## config.mk

```make
export PLATFORM = sky130hd
export DESIGN_NAME = fhn_stim_sequencer_flat
export DESIGN_NICKNAME = d
export VERILOG_FILES = /design/src/rtl/fhn_stim_sequencer_if.sv /design/src/rtl/fhn_stim_sequencer.sv /design/src/flat_wrapper.sv
export SDC_FILE = /design/constraint.sdc
export NUM_CORES = 1
export LEC_CHECK = 0
export ABC_AREA = 0
export BUFFER_PORTS_ARGS = -buffer_cell sky130_fd_sc_hd__buf_4
export CAP_MARGIN = 40
export CORE_ASPECT_RATIO = 0.9
export CORE_MARGIN = 2
export CORE_UTILIZATION = 46
export CTS_BUF_LIST = sky130_fd_sc_hd__clkbuf_16
export CTS_CLUSTER_DIAMETER = 60
export DETAILED_ROUTE_END_ITERATION = 16
export PLACE_DENSITY = 0.65
export SLEW_MARGIN = 10
export SYNTH_ARGS = -nofsm -noshare
export SYNTH_HDL_FRONTEND = slang
export SYNTH_SLANG_ARGS = --single-unit
```

## constraint.sdc

```tcl
create_clock -name clk -period 3.6 [get_ports clk]
set_input_delay 0.18 -clock clk [delete_from_list [all_inputs] [get_ports clk]]
set_output_delay 0.18 -clock clk [all_outputs]
set_load 0.02 [all_outputs]
```

## src/rtl/fhn_stim_sequencer_if.sv

```systemverilog
// Host/core-facing signal bundle of the FitzHugh-Nagumo stimulus sequencer.
// The master modport drives configuration, control and v; the slave modport is the sequencer.
interface fhn_stim_sequencer_if #(
    parameter int W     = 16,
    parameter int DUR_W = 16,
    parameter int CNT_W = 8
);
    logic                    cfg_we;
    logic [1:0]              cfg_addr;
    logic signed [W-1:0]     cfg_amp;
    logic [DUR_W-1:0]        cfg_dur;
    logic [1:0]              cfg_last;
    logic                    start;
    logic                    abort;
    logic signed [W-1:0]     v_in;
    logic signed [W-1:0]     thresh_hi;
    logic signed [W-1:0]     thresh_lo;
    logic signed [W-1:0]     i_stim;
    logic                    core_rst;
    logic                    busy;
    logic                    done;
    logic [1:0]              phase_idx;
    logic                    spike;
    logic [CNT_W-1:0]        spike_cnt;

    modport master (
        output cfg_we, cfg_addr, cfg_amp, cfg_dur, cfg_last, start, abort,
               v_in, thresh_hi, thresh_lo,
        input  i_stim, core_rst, busy, done, phase_idx, spike, spike_cnt
    );

    modport slave (
        input  cfg_we, cfg_addr, cfg_amp, cfg_dur, cfg_last, start, abort,
               v_in, thresh_hi, thresh_lo,
        output i_stim, core_rst, busy, done, phase_idx, spike, spike_cnt
    );
endinterface

```

## src/rtl/fhn_stim_sequencer.sv

```systemverilog
// Sequences the FHN neuron core: settle in reset, play a 4-entry (amplitude, duration)
// schedule on the stimulus input, and count hysteretic spikes on v while running.
module fhn_stim_sequencer #(
    parameter int W          = 16,
    parameter int FRC_BITS   = 12,
    parameter int DUR_W      = 16,
    parameter int CNT_W      = 8,
    parameter int SETTLE_CYC = 10
) (
    input  logic                  clk,
    input  logic                  rst,
    fhn_stim_sequencer_if.slave   bus
);

    typedef enum logic [1:0] {S_IDLE, S_SETTLE, S_RUN, S_DONE} state_t;

    localparam logic [DUR_W-1:0] SETTLE_LD = DUR_W'(SETTLE_CYC - 1);

    if (SETTLE_CYC < 1 || FRC_BITS >= W) begin : g_bad_param
        $error("fhn_stim_sequencer: SETTLE_CYC must be >= 1 and FRC_BITS < W");
    end

    state_t                r_state, w_state_nxt;
    logic [DUR_W-1:0]      r_cnt, w_cnt_nxt;
    logic [1:0]            r_phase, w_phase_nxt;
    logic [1:0]            r_last, w_last_nxt;
    logic signed [W-1:0]   r_amp [4];
    logic [DUR_W-1:0]      r_dur [4];
    logic                  r_armed;
    logic signed [W-1:0]   r_stim;
    logic                  r_core_rst, r_busy, r_done, r_spike;
    logic [CNT_W-1:0]      r_spike_cnt;
    logic                  w_start;

    // A programmed duration of 0 still occupies one cycle.
    function automatic logic [DUR_W-1:0] dur_load(input logic [DUR_W-1:0] d);
        return (d == '0) ? '0 : d - DUR_W'(1);
    endfunction

    assign w_start = (r_state == S_IDLE) && bus.start;

    // NOTE: every variable gets its default before the case, so no path leaves one unassigned (no latch).
    always_comb begin
        w_state_nxt = r_state;
        w_cnt_nxt   = r_cnt;
        w_phase_nxt = r_phase;
        w_last_nxt  = r_last;
        unique case (r_state)
            S_IDLE: begin
                if (bus.start) begin
                    w_state_nxt = S_SETTLE;
                    w_cnt_nxt   = SETTLE_LD;
                    w_phase_nxt = '0;
                    w_last_nxt  = bus.cfg_last;
                end
            end
            S_SETTLE: begin
                if (bus.abort) begin
                    w_state_nxt = S_IDLE;
                end else if (r_cnt == '0) begin
                    w_state_nxt = S_RUN;
                    w_phase_nxt = '0;
                    w_cnt_nxt   = dur_load(r_dur[0]);
                end else begin
                    w_cnt_nxt = r_cnt - DUR_W'(1);
                end
            end
            S_RUN: begin
                if (bus.abort) begin
                    w_state_nxt = S_IDLE;
                end else if (r_cnt == '0) begin
                    if (r_phase == r_last) begin
                        w_state_nxt = S_DONE;
                    end else begin
                        w_phase_nxt = r_phase + 2'd1;
                        w_cnt_nxt   = dur_load(r_dur[r_phase + 2'd1]);
                    end
                end else begin
                    w_cnt_nxt = r_cnt - DUR_W'(1);
                end
            end
            S_DONE:  w_state_nxt = S_IDLE;
            default: w_state_nxt = S_IDLE;
        endcase
    end

    // NOTE: sequential state uses non-blocking assignments so all registers update from pre-edge values.
    always_ff @(posedge clk or negedge rst) begin
        if (!rst) begin
            r_state    <= S_IDLE;
            r_cnt      <= '0;
            r_phase    <= '0;
            r_last     <= '0;
            r_stim     <= '0;
            r_core_rst <= 1'b1;
            r_busy     <= 1'b0;
            r_done     <= 1'b0;
        end else begin
            r_state    <= w_state_nxt;
            r_cnt      <= w_cnt_nxt;
            r_phase    <= w_phase_nxt;
            r_last     <= w_last_nxt;
            // Outputs are registered from the next state so they line up with it exactly.
            r_stim     <= (w_state_nxt == S_RUN) ? r_amp[w_phase_nxt] : '0;
            r_core_rst <= (w_state_nxt != S_RUN);
            r_busy     <= (w_state_nxt == S_SETTLE) || (w_state_nxt == S_RUN);
            r_done     <= (w_state_nxt == S_DONE);
        end
    end

    // NOTE: the phase table is reset on purpose: a reset must leave a known, empty schedule.
    always_ff @(posedge clk or negedge rst) begin
        if (!rst) begin
            for (int i = 0; i < 4; i++) begin
                r_amp[i] <= '0;
                r_dur[i] <= '0;
            end
        end else if (bus.cfg_we && r_state == S_IDLE) begin
            r_amp[bus.cfg_addr] <= bus.cfg_amp;
            r_dur[bus.cfg_addr] <= bus.cfg_dur;
        end
    end

    // Hysteretic detector: a dip below thresh_lo arms, a rise to thresh_hi fires once.
    always_ff @(posedge clk or negedge rst) begin
        if (!rst) begin
            r_armed     <= 1'b0;
            r_spike     <= 1'b0;
            r_spike_cnt <= '0;
        end else if (r_state == S_RUN) begin
            if (r_armed && bus.v_in >= bus.thresh_hi) begin
                r_spike <= 1'b1;
                r_armed <= 1'b0;
                if (r_spike_cnt != {CNT_W{1'b1}}) r_spike_cnt <= r_spike_cnt + CNT_W'(1);
            end else begin
                r_spike <= 1'b0;
                if (bus.v_in < bus.thresh_lo) r_armed <= 1'b1;
            end
        end else begin
            r_spike <= 1'b0;
            r_armed <= 1'b0;
            if (w_start) r_spike_cnt <= '0;
        end
    end

    assign bus.i_stim    = r_stim;
    assign bus.core_rst  = r_core_rst;
    assign bus.busy      = r_busy;
    assign bus.done      = r_done;
    assign bus.phase_idx = r_phase;
    assign bus.spike     = r_spike;
    assign bus.spike_cnt = r_spike_cnt;

endmodule

```

## src/flat_wrapper.sv

```systemverilog
// flat-port wrapper written by rule: the top's interface ports become plain ports
module fhn_stim_sequencer_flat 
#(
    parameter int W          = 16,
    parameter int FRC_BITS   = 12,
    parameter int DUR_W      = 16,
    parameter int CNT_W      = 8,
    parameter int SETTLE_CYC = 10
)
  (clk, rst, bus_cfg_we, bus_cfg_addr, bus_cfg_amp, bus_cfg_dur, bus_cfg_last, bus_start, bus_abort, bus_v_in, bus_thresh_hi, bus_thresh_lo, bus_i_stim, bus_core_rst, bus_busy, bus_done, bus_phase_idx, bus_spike, bus_spike_cnt);
  fhn_stim_sequencer_if #(.W(W), .DUR_W(DUR_W), .CNT_W(CNT_W)) bus_i ();
  input  logic clk;
  input  logic rst;
  input wire logic [$bits(bus_i.cfg_we)-1:0] bus_cfg_we;
  input wire logic [$bits(bus_i.cfg_addr)-1:0] bus_cfg_addr;
  input wire logic [$bits(bus_i.cfg_amp)-1:0] bus_cfg_amp;
  input wire logic [$bits(bus_i.cfg_dur)-1:0] bus_cfg_dur;
  input wire logic [$bits(bus_i.cfg_last)-1:0] bus_cfg_last;
  input wire logic [$bits(bus_i.start)-1:0] bus_start;
  input wire logic [$bits(bus_i.abort)-1:0] bus_abort;
  input wire logic [$bits(bus_i.v_in)-1:0] bus_v_in;
  input wire logic [$bits(bus_i.thresh_hi)-1:0] bus_thresh_hi;
  input wire logic [$bits(bus_i.thresh_lo)-1:0] bus_thresh_lo;
  output wire logic [$bits(bus_i.i_stim)-1:0] bus_i_stim;
  output wire logic [$bits(bus_i.core_rst)-1:0] bus_core_rst;
  output wire logic [$bits(bus_i.busy)-1:0] bus_busy;
  output wire logic [$bits(bus_i.done)-1:0] bus_done;
  output wire logic [$bits(bus_i.phase_idx)-1:0] bus_phase_idx;
  output wire logic [$bits(bus_i.spike)-1:0] bus_spike;
  output wire logic [$bits(bus_i.spike_cnt)-1:0] bus_spike_cnt;
  assign bus_i.cfg_we = bus_cfg_we;
  assign bus_i.cfg_addr = bus_cfg_addr;
  assign bus_i.cfg_amp = bus_cfg_amp;
  assign bus_i.cfg_dur = bus_cfg_dur;
  assign bus_i.cfg_last = bus_cfg_last;
  assign bus_i.start = bus_start;
  assign bus_i.abort = bus_abort;
  assign bus_i.v_in = bus_v_in;
  assign bus_i.thresh_hi = bus_thresh_hi;
  assign bus_i.thresh_lo = bus_thresh_lo;
  assign bus_i_stim = bus_i.i_stim;
  assign bus_core_rst = bus_i.core_rst;
  assign bus_busy = bus_i.busy;
  assign bus_done = bus_i.done;
  assign bus_phase_idx = bus_i.phase_idx;
  assign bus_spike = bus_i.spike;
  assign bus_spike_cnt = bus_i.spike_cnt;
  fhn_stim_sequencer #(.W(W), .FRC_BITS(FRC_BITS), .DUR_W(DUR_W), .CNT_W(CNT_W), .SETTLE_CYC(SETTLE_CYC)) u_core (.clk(clk), .rst(rst), .bus(bus_i));
endmodule
```

==> results of run 1 <==
critical path: stages (launching register included):
cell       delay [ps]
dfrtp_2           510
buf_4             210
mux4_1            670
nor4_1            430
nand3_1           320
o21a_1            410
a2111oi_1         500
a311oi_1           80
state kept, by name, indices dropped and copies added (netlist names):
name                  count
u_core.r_amp             64
u_core.r_dur             64
u_core.bus.i_stim        16
u_core.r_cnt             16
u_core.bus.spike_cnt      8
u_core.bus.phase_idx      2
u_core.r_last             2
u_core.r_state            2
u_core.bus.busy           1
u_core.bus.core_rst       1
u_core.bus.done           1
u_core.bus.spike          1
u_core.r_armed            1
final timing paths:
kind,to,cells past startpoint
setup / recovery,u_core.r_cnt[3],7
hold / removal,u_core.r_amp[33],2
setup reg to reg,u_core.r_cnt[3],7
hold reg to reg,u_core.r_amp[32],1
max in group asynchronous,u_core.bus.core_rst,4
min in group asynchronous,u_core.r_dur[7],2
power groups by stage:
stage	logic, mW	registers, mW	clock network, mW
2_1_floorplan	2.29	3.25	0
3_3_place_gp	3.03	3.44	0
3_5_place_dp	3.07	3.45	0
4_1_cts	3.11	3.43	1.92
5_1_grt	3.42	3.55	2.01
6_report	3.13	3.45	1.89
area by class of cell:
type | count | share of cell area [%]
Multi-Input combinational cell | 620 | 42.0
Sequential cell | 179 | 37.2
Timing Repair Buffer | 166 | 11.1
Clock buffer | 17 | 3.54
Tap cell | 286 | 2.97
Inverter | 56 | 1.75
Clock inverter | 14 | 1.42
cell usage in the layout, fill, tap and decap left out, drive strengths merged, types with 7 or more instances in the layout:
master / synthesis / layout
dfrtp: 178 / 178
buf: 8 / 146
mux2: 128 / 128
inv: 56 / 63
ha: 43 / 43
nand2: 41 / 41
a21oi: 41 / 41
o21ai: 40 / 40
nand3: 38 / 38
and3: 34 / 34
nor2: 32 / 32
dlygate4sd3: 0 / 20
o31a: 18 / 18
nor4: 18 / 18
clkbuf: 33 / 17
mux4: 16 / 16
xnor2: 15 / 15
nor3: 15 / 15
xor2: 14 / 14
nand4: 11 / 11
o31ai: 11 / 11
a211oi: 9 / 9
a21o: 7 / 7
cell families (layout without fill, tap and decap cells):
kind of cell	count (synthesis)	count (layout)	synth area share (%)
DFF	179	179	45.2
and+or+nand+nor	225	225	12.2
muxes	150	150	18.9
adders and majority gates	43	43	5.43
buffers and inverters	97	253	3.85
xor gates and xnor gates	29	29	2.56
AOI/OAI and AO/OA	173	173	11.8
through the flow:
step	instance area (um2)	setup WS (ps)
after floorplan	9910	493
after global placement	11200	393
after detailed placement	11200	168
after CTS	12000	128
after global routing	12000	30.4
final	12000	329
cell usage after synthesis, types with 3 or more instances:
master and count:
a2111oi_0 4, a211oi_1 9, a21o_1 7, a21oi_1 41, a221oi_1 3, a22oi_1 3
a311oi_1 6, a31oi_1 3, and3_1 34, and4_1 3, buf_1 4, clkbuf_1 33
dfrtp_1 178, ha_1 43, inv_1 56, mux2_2 128, mux2i_1 6, mux4_1 4
mux4_2 12, nand2_1 41, nand2b_1 6, nand3_1 38, nand4_1 11, nor2_1 32
nor3_1 15, nor4_1 17, nor4b_1 3, o211ai_1 6, o21ai_0 39, o31a_1 18
o31ai_1 11, o41ai_1 3, or2_2 5, or3_1 4, or4_1 4, xnor2_1 15
xor2_1 14
metal layers:
layer	routed length (um)	global-route usage, %	up-vias
met1	11600	32.6	3717
met3	1560	3.95	27
met2	10900	33.2	232
met5	0	0	-
li1	-	-	3623
met4	345	5.83	0
repair_timing:
action,4_1_cts,5_1_grt
hold buffers,20,0
buffers inserted,0,0
setup endpoints to repair,0,3
gates resized for setup,0,2
endpoints found under the hold margin,91,0
==> out/summary.txt, run 1 <==
status -> finished clean
vias in the first global route -> 7141
GP Congestion -> 0.898
Max Slew Vio Count -> 0
first drt pass iteration count -> 7
Comb power frac -> 37.0%
DRT Wirelength -> 24400 um
register area -> 4480 um2
largest net degree at the start of global routing -> 58
Die Height -> 143 um
initial antenna violation count -> 0
P&R area growth vs syn -> 21.5%
Clock Pin Slew Worst Setup and Hold Paths -> 70 ps
Crit Path Class -> reg -> reg
WHS -> 13.9 ps
worst reg-to-reg setup slack -> 330 ps
Max Clk Rate -> 0.306 GHz
Worst Path Max Fanout -> 10
die area -> 22700 um2
total gr overflow -> 0
fraction of layout cells with a size suffix above 1 -> 31.7%
Sw Pwr -> 3.04 mW
syn avg cell area -> 11.1 um2
clk sinks -> 179
setup_tns -> 0 ps
Total Power -> 8.47 mW
Least-Margin Pin Slew -> 785 ps
max-cap viol count -> 0
Core Region -> 21000 um2
Synth area leaders -> dfrtp_1 (45%), mux2_2 (15%), ha_1 (5.4%)
starting density of the core -> 47.3%
DPL Wire Length -> 17100 um
Flop pwr share -> 40.7%
RR Startpoint -> u_core.bus.phase_idx[1]
clock share of power -> 22.3%
RSZ-0062 raised after global routing -> false
ys flop type -> dfrtp_1
post-DR wirelength/cell -> 18.2 um
clk buf depth -> 2
Critical Path RT -> 3890 ps
hold path startpoint -> bus_cfg_amp[1]
Peak VDD IR -> 0.409 mV
Seq/Total Area, Yosys -> 45.2%
Crit path arrival time -> 3560 ps
power per cell area -> 704 nW/um2
H-tree depth -> 4
Fillers -> 1798
Int Pwr -> 5.43 mW
nets@finish -> 1172
TritonCTS Buffers -> 17
first-pass GRT wire length -> 38800 um
Multi-input gate area -> 5050 um2
final hold vios -> 0
DR vias/cell -> 5.68
die width -> 159 um
Final Critical Period -> 3270 ps
non-filler cells, final -> 1338
Via Count -> 7599
Final ANT Viol Nets -> 0
Final Util -> 57.4%
CTS tree -> built
worst relative slew slack -> 47.4%
post-synthesis async set-or-reset flop share -> 100%
Setup crit end kind -> flop
GR Util All Layers -> 22.0%
leakage dissipation -> 5.47 nW
Ant. Diodes -> 0
worst setup path start -> u_core.bus.phase_idx[1]
syn nets -> 1028
switching part of the total -> 35.9%
Critical Path Start Type -> flop
post-synth cell types -> 65
dpl cells -> 1287
Synth Instances -> 896
CTS Root Cell -> clkbuf_16
endpoints failing setup -> 0
number of synthesized flops with an enable pin -> 0
area share of the largest cell type after synthesis -> 45.0%
Final period util -> 90.9%
skew final -> 11.4 ps
HP Class -> in -> reg
Core Rows -> 50
post-synthesis cell area -> 9910 um2
cell taking the most area after synthesis -> dfrtp_1
# DRC -> 0
#FFs+latches synth -> 179
Skew-Pair Late Insertion Delay -> 430 ps
initial detailed-routing violation count -> 810
Top-Level Pins -> 119
I/O Buffers -> 118
synth warn -> 0
(Power assumes the default switching activity.)
==> inputs of run 2 (changes only) <==
--- a/config.mk
+++ b/config.mk
@@ -14,7 +14,7 @@
 export CTS_BUF_LIST = sky130_fd_sc_hd__clkbuf_16
 export CTS_CLUSTER_DIAMETER = 60
 export DETAILED_ROUTE_END_ITERATION = 16
-export PLACE_DENSITY = 0.65
+export PLACE_DENSITY = 0.68
 export SLEW_MARGIN = 10
 export SYNTH_ARGS = -nofsm -noshare
 export SYNTH_HDL_FRONTEND = slang
==> constraint.sdc (replaced) <==
create_clock -name clk -period 2.95 [get_ports clk]
set_input_delay 0.1475 -clock clk [delete_from_list [all_inputs] [get_ports clk]]
set_output_delay 0.1475 -clock clk [all_outputs]
set_load 0.02 [all_outputs]
==> out/summary.txt, run 2 (same netlist as run 1, synthesis figures left out) <==
status -> finished clean
Via Count -> 7992
GR Util All Layers -> 22.7%
skew final -> 17.3 ps
Setup crit end kind -> flop
Worst Path Max Fanout -> 8
Least-Margin Pin Slew -> 655 ps
Sw Pwr -> 4.00 mW
vias in the first global route -> 7690
area post-placement -> 11500 um2
Top-Level Pins -> 119
die area -> 22700 um2
clk sinks -> 179
critical path cell sequence -> buf_12 -> mux4_2 -> or4_4 -> or3_4 -> o21a_4 -> a2111oi_4 -> a311oi_1
I/O Buffers -> 118
P&R area growth vs syn -> 26.6%
non-filler cells, final -> 1383
post-placement setup slack -> -54.4 ps
fraction of layout cells with a size suffix above 1 -> 34.5%
WHS -> 99.6 ps
leakage dissipation -> 5.71 nW
most frequent cells in the layout -> dfrtp_1 (177), buf_4 (169), mux2_2 (128), inv_1 (56), ha_1 (43)
final hold vios -> 0
H-tree depth -> 4
Max Clk Rate -> 0.343 GHz
max-cap viol count -> 0
DRT Wirelength -> 25200 um
nets@finish -> 1216
endpoints failing setup -> 0
clk buf depth -> 2
TritonCTS Buffers -> 17
Finished Cell Area -> 12500 um2
Final period util -> 98.8%
Core Region -> 21000 um2
setup_tns -> 0 ps
GP Congestion -> 0.876
DR vias/cell -> 5.78
worst relative slew slack -> 56.0%
Total Power -> 10.7 mW
Critical Path RT -> 3240 ps
Core Rows -> 50
post-route setup slack -> 35.6 ps
Largest stage delay, worst path -> 580 ps
Final ANT Viol Nets -> 0
Final Util -> 59.8%
Skew-Pair Late Insertion Delay -> 440 ps
largest registers -> u_core.r_amp x64, u_core.r_dur x64
Int Pwr -> 6.73 mW
Clock Pin Slew Worst Setup and Hold Paths -> 80 ps
post-DR wirelength/cell -> 18.3 um
CTS Root Cell -> clkbuf_16
Die Height -> 143 um
power per cell area -> 856 nW/um2
HP Class -> in -> reg
switching part of the total -> 37.3%
initial antenna violation count -> 0
die width -> 159 um
Crit path arrival time -> 3210 ps
first-pass GRT wire length -> 40200 um
starting density of the core -> 47.3%
commonest non-fill, non-tap cell in the layout -> dfrtp_1
Ant. Diodes -> 0
RSZ-0062 raised after global routing -> true
# DRC -> 0
first drt pass iteration count -> 7
clock share of power -> 21.5%
Crit Path Class -> reg -> reg
total gr overflow -> 0
dpl cells -> 1315
Final Critical Period -> 2910 ps
CTS tree -> built
Critical Path Start Type -> flop
Peak VDD IR -> 0.579 mV
Max Slew Vio Count -> 0
Comb power frac -> 39.8%
DPL Wire Length -> 17500 um
largest net degree at the start of global routing -> 83
critical path's slowest cell -> or4_4
initial detailed-routing violation count -> 681
Flop pwr share -> 38.7%
-- run 2: final timing paths --
check                      cells after the start                 to               startpoint  slack, ps
setup / recovery                               7    u_core.r_cnt[0]  u_core.bus.phase_idx[1]         40
hold / removal                                 3  u_core.r_state[0]                bus_abort        100
setup reg to reg                               7    u_core.r_cnt[0]  u_core.bus.phase_idx[1]         40
hold reg to reg                                1   u_core.r_amp[39]         u_core.r_amp[39]        500
max in group asynchronous                      3    u_core.r_amp[0]                      rst       1790
min in group asynchronous                      2    u_core.r_dur[7]                      rst        270
-- run 2: power groups by stage --
| stage | clock (mW) | sequential (mW) | combinational [mW] |
|---|---|---|---|
| floorplan | 0 | 3.97 | 2.79 |
| CTS | 2.36 | 4.12 | 4.11 |
| detailed placement | 0 | 4.15 | 4.03 |
| finish | 2.31 | 4.15 | 4.27 |
| global placement | 0 | 4.12 | 3.96 |
| global route | 2.47 | 4.27 | 4.64 |
-- run 2: repair_timing --
action,in CTS,in global routing
hold buffers,35,0
gates resized for setup,2,17
endpoints found under the setup margin,1,16
endpoints found under the hold margin,191,0
setup buffers,0,1
-- run 2: worst max-delay path, delay by kind of cell (launching register included) --
kind	cells	cell delay [ps]
AND/OR/NAND/NOR	2	990
AO/OA/AOI/OAI	3	750
multiplexers	1	510
flip-flops	1	400
buffers and inverters	1	120
-- run 2: routing by layer --
| metal | part of all wire, % | vias to the layer above | routed length (um) | track usage, % |
|---|---|---|---|---|
| met5 | 0 | - | 0 | 0 |
| met4 | 1.4 | 0 | 359 | 4.84 |
| met3 | 7.3 | 26 | 1850 | 4.13 |
| met2 | 46 | 302 | 11700 | 36.6 |
| met1 | 45 | 3956 | 11400 | 32.2 |
| li1 | - | 3708 | - | - |
-- run 2: area by class of cell --
cell class / count / area (um2)
clock inverter: 15 / 200
multi-input combinational: 620 / 5140
clock buffer: 17 / 425
inverter: 56 / 210
timing repair buffer: 210 / 1720
fill: 1738 / 8420
tap: 286 / 358
sequential: 179 / 4480
==> inputs of run 3 (changes only) <==
--- a/config.mk
+++ b/config.mk
@@ -14,7 +14,7 @@
 export CTS_BUF_LIST = sky130_fd_sc_hd__clkbuf_16
 export CTS_CLUSTER_DIAMETER = 60
 export DETAILED_ROUTE_END_ITERATION = 16
-export PLACE_DENSITY = 0.68
+export PLACE_DENSITY = 0.67
 export SLEW_MARGIN = 10
 export SYNTH_ARGS = -nofsm -noshare
 export SYNTH_HDL_FRONTEND = slang
==> constraint.sdc (replaced) <==
create_clock -name clk -period 2.95 [get_ports clk]
set_input_delay 0.1475 -clock clk [delete_from_list [all_inputs] [get_ports clk]]
set_output_delay 0.1475 -clock clk [all_outputs]
set_load 0.1 [all_outputs]
==> out/summary.txt, run 3 (same netlist as run 1, synthesis figures left out) <==
CTS Root Cell -> clkbuf_16
first drt pass iteration count -> 5
Worst Path Max Fanout -> 10
max-cap viol count -> 0
DR vias/cell -> 5.63
DRT Wirelength -> 24900 um
Peak VDD IR -> 0.511 mV
RR Endpoint -> u_core.r_cnt[6]
setup_tns -> 0 ps
skew final -> 17.8 ps
Final ANT Viol Nets -> 0
final hold vios -> 0
fraction of layout cells with a size suffix above 1 -> 33.7%
Via Count -> 7787
Skew-Pair Late Insertion Delay -> 440 ps
P&R area growth vs syn -> 26.1%
post-placement setup slack -> 9.22 ps
Clock Pin Slew Worst Setup and Hold Paths -> 80 ps
Final Util -> 59.6%
largest registers -> u_core.r_amp x64, u_core.r_dur x64
Core Rows -> 50
post-DR wirelength/cell -> 18.0 um
power per cell area -> 858 nW/um2
Total Power -> 10.7 mW
Fillers -> 1760
CP delay by family, top -> simple AND/OR/NAND/NOR gates
status -> finished clean
GR Util All Layers -> 22.5%
die area -> 22700 um2
Critical Path Start Type -> flop
Ant. Diodes -> 0
crit path to -> u_core.r_cnt[6]
register area -> 4490 um2
critical path's slowest cell -> or4_4
RSZ-0062 raised after global routing -> true
vias in the first global route -> 7635
Multi-input gate area -> 5110 um2
largest net degree at the start of global routing -> 70
leakage dissipation -> 5.69 nW
commonest non-fill, non-tap cell in the layout -> dfrtp_1
HP Class -> in -> reg
Core Region -> 21000 um2
Crit Path Class -> reg -> reg
endpoints failing setup -> 0
DPL Wire Length -> 17600 um
worst setup path start -> u_core.bus.phase_idx[1]
initial detailed-routing violation count -> 633
total gr overflow -> 0
Critical Path RT -> 3250 ps
Max Clk Rate -> 0.344 GHz
worst r2r path cells -> 7
Buf+Inv Stages, Crit Path -> 1
post-route setup slack -> 42.2 ps
WHS -> 131 ps
GP Congestion -> 0.953
CTS tree -> built
Setup crit end kind -> flop
worst reg-to-reg setup slack -> 40 ps
I/O Buffers -> 118
first-pass GRT wire length -> 39900 um
# DRC -> 0
starting density of the core -> 47.3%
Top-Level Pins -> 119
H-tree depth -> 4
initial antenna violation count -> 0
worst relative slew slack -> 55.5%
nets@finish -> 1215
die width -> 159 um
most frequent cells in the layout -> dfrtp_1 (176), buf_4 (168), mux2_2 (128), inv_1 (57), ha_1 (43)
Final Critical Period -> 2910 ps
Crit path arrival time -> 3210 ps
Max Slew Vio Count -> 0
TritonCTS Buffers -> 17
Least-Margin Pin Slew -> 668 ps
Stages on worst setup path -> 7
Final period util -> 98.6%
clk buf depth -> 2
clk sinks -> 179
RR Startpoint -> u_core.bus.phase_idx[1]
critical path cell sequence -> buf_4 -> mux4_2 -> or4_4 -> or3_4 -> o21a_4 -> a221oi_1 -> o31ai_1
Die Height -> 143 um
Largest stage delay, worst path -> 530 ps
run 3: layout make-up:
class,instances,share of cell area [%]
Inverter,56,1.68
Tap cell,286,2.87
Multi-Input combinational cell,620,40.9
Clock inverter,15,1.55
Clock buffer,17,3.41
Sequential cell,179,35.9
Timing Repair Buffer,209,13.7
run 3: per-stage QoR:
step           area, um2  std cells
3_3_place_gp       11500       1312
3_5_place_dp       11500       1312
4_1_cts            12400       1379
2_1_floorplan       9970        896
6_report           12500       1382
5_1_grt            12500       1382
run 3: report_power, final:
group / total, mW / internal (mW) / switching (mW)
combinational: 4.22 / 2.08 / 2.15
sequential: 4.16 / 3.47 / 0.692
clock: 2.34 / 1.22 / 1.11
run 3: worst min-delay path by stage:
| stage | start | endpoint | slack (ps) | cells after the start |
|---|---|---|---|---|
| 5_1_grt | bus_abort | u_core.r_state[0] | 130 | 3 |
| 6_report | bus_abort | u_core.r_state[0] | 130 | 3 |
| 3_3_place_gp | rst | u_core.r_dur[38] | 210 | 1 |
| 3_5_place_dp | rst | u_core.r_dur[6] | 210 | 1 |
| 2_1_floorplan | rst | u_core.bus.busy | -150 | 0 |
| 4_1_cts | bus_abort | u_core.r_state[0] | 100 | 3 |
run 3: routing by layer:
layer	GRT usage (%)	share of wire (%)	up-vias
li1	-	-	3709
met1	32.3	47	3811
met2	35.6	46	246
met3	4.16	5.9	21
met4	5.22	0.98	0
met5	0	0	-
run 3: tightest hold or removal path, cell delays in order:
cell and delay (ps):
buf_4 130, o31a_1 170, inv_1 60
run 3: timing repair:
item | 4_1_cts | 5_1_grt
resized for setup | 1 | 5
pin swaps | 0 | 1
setup buffers | 0 | 3
endpoints found under the setup margin | 1 | 10
hold buffers | 35 | 0
endpoints found under the hold margin | 194 | 0
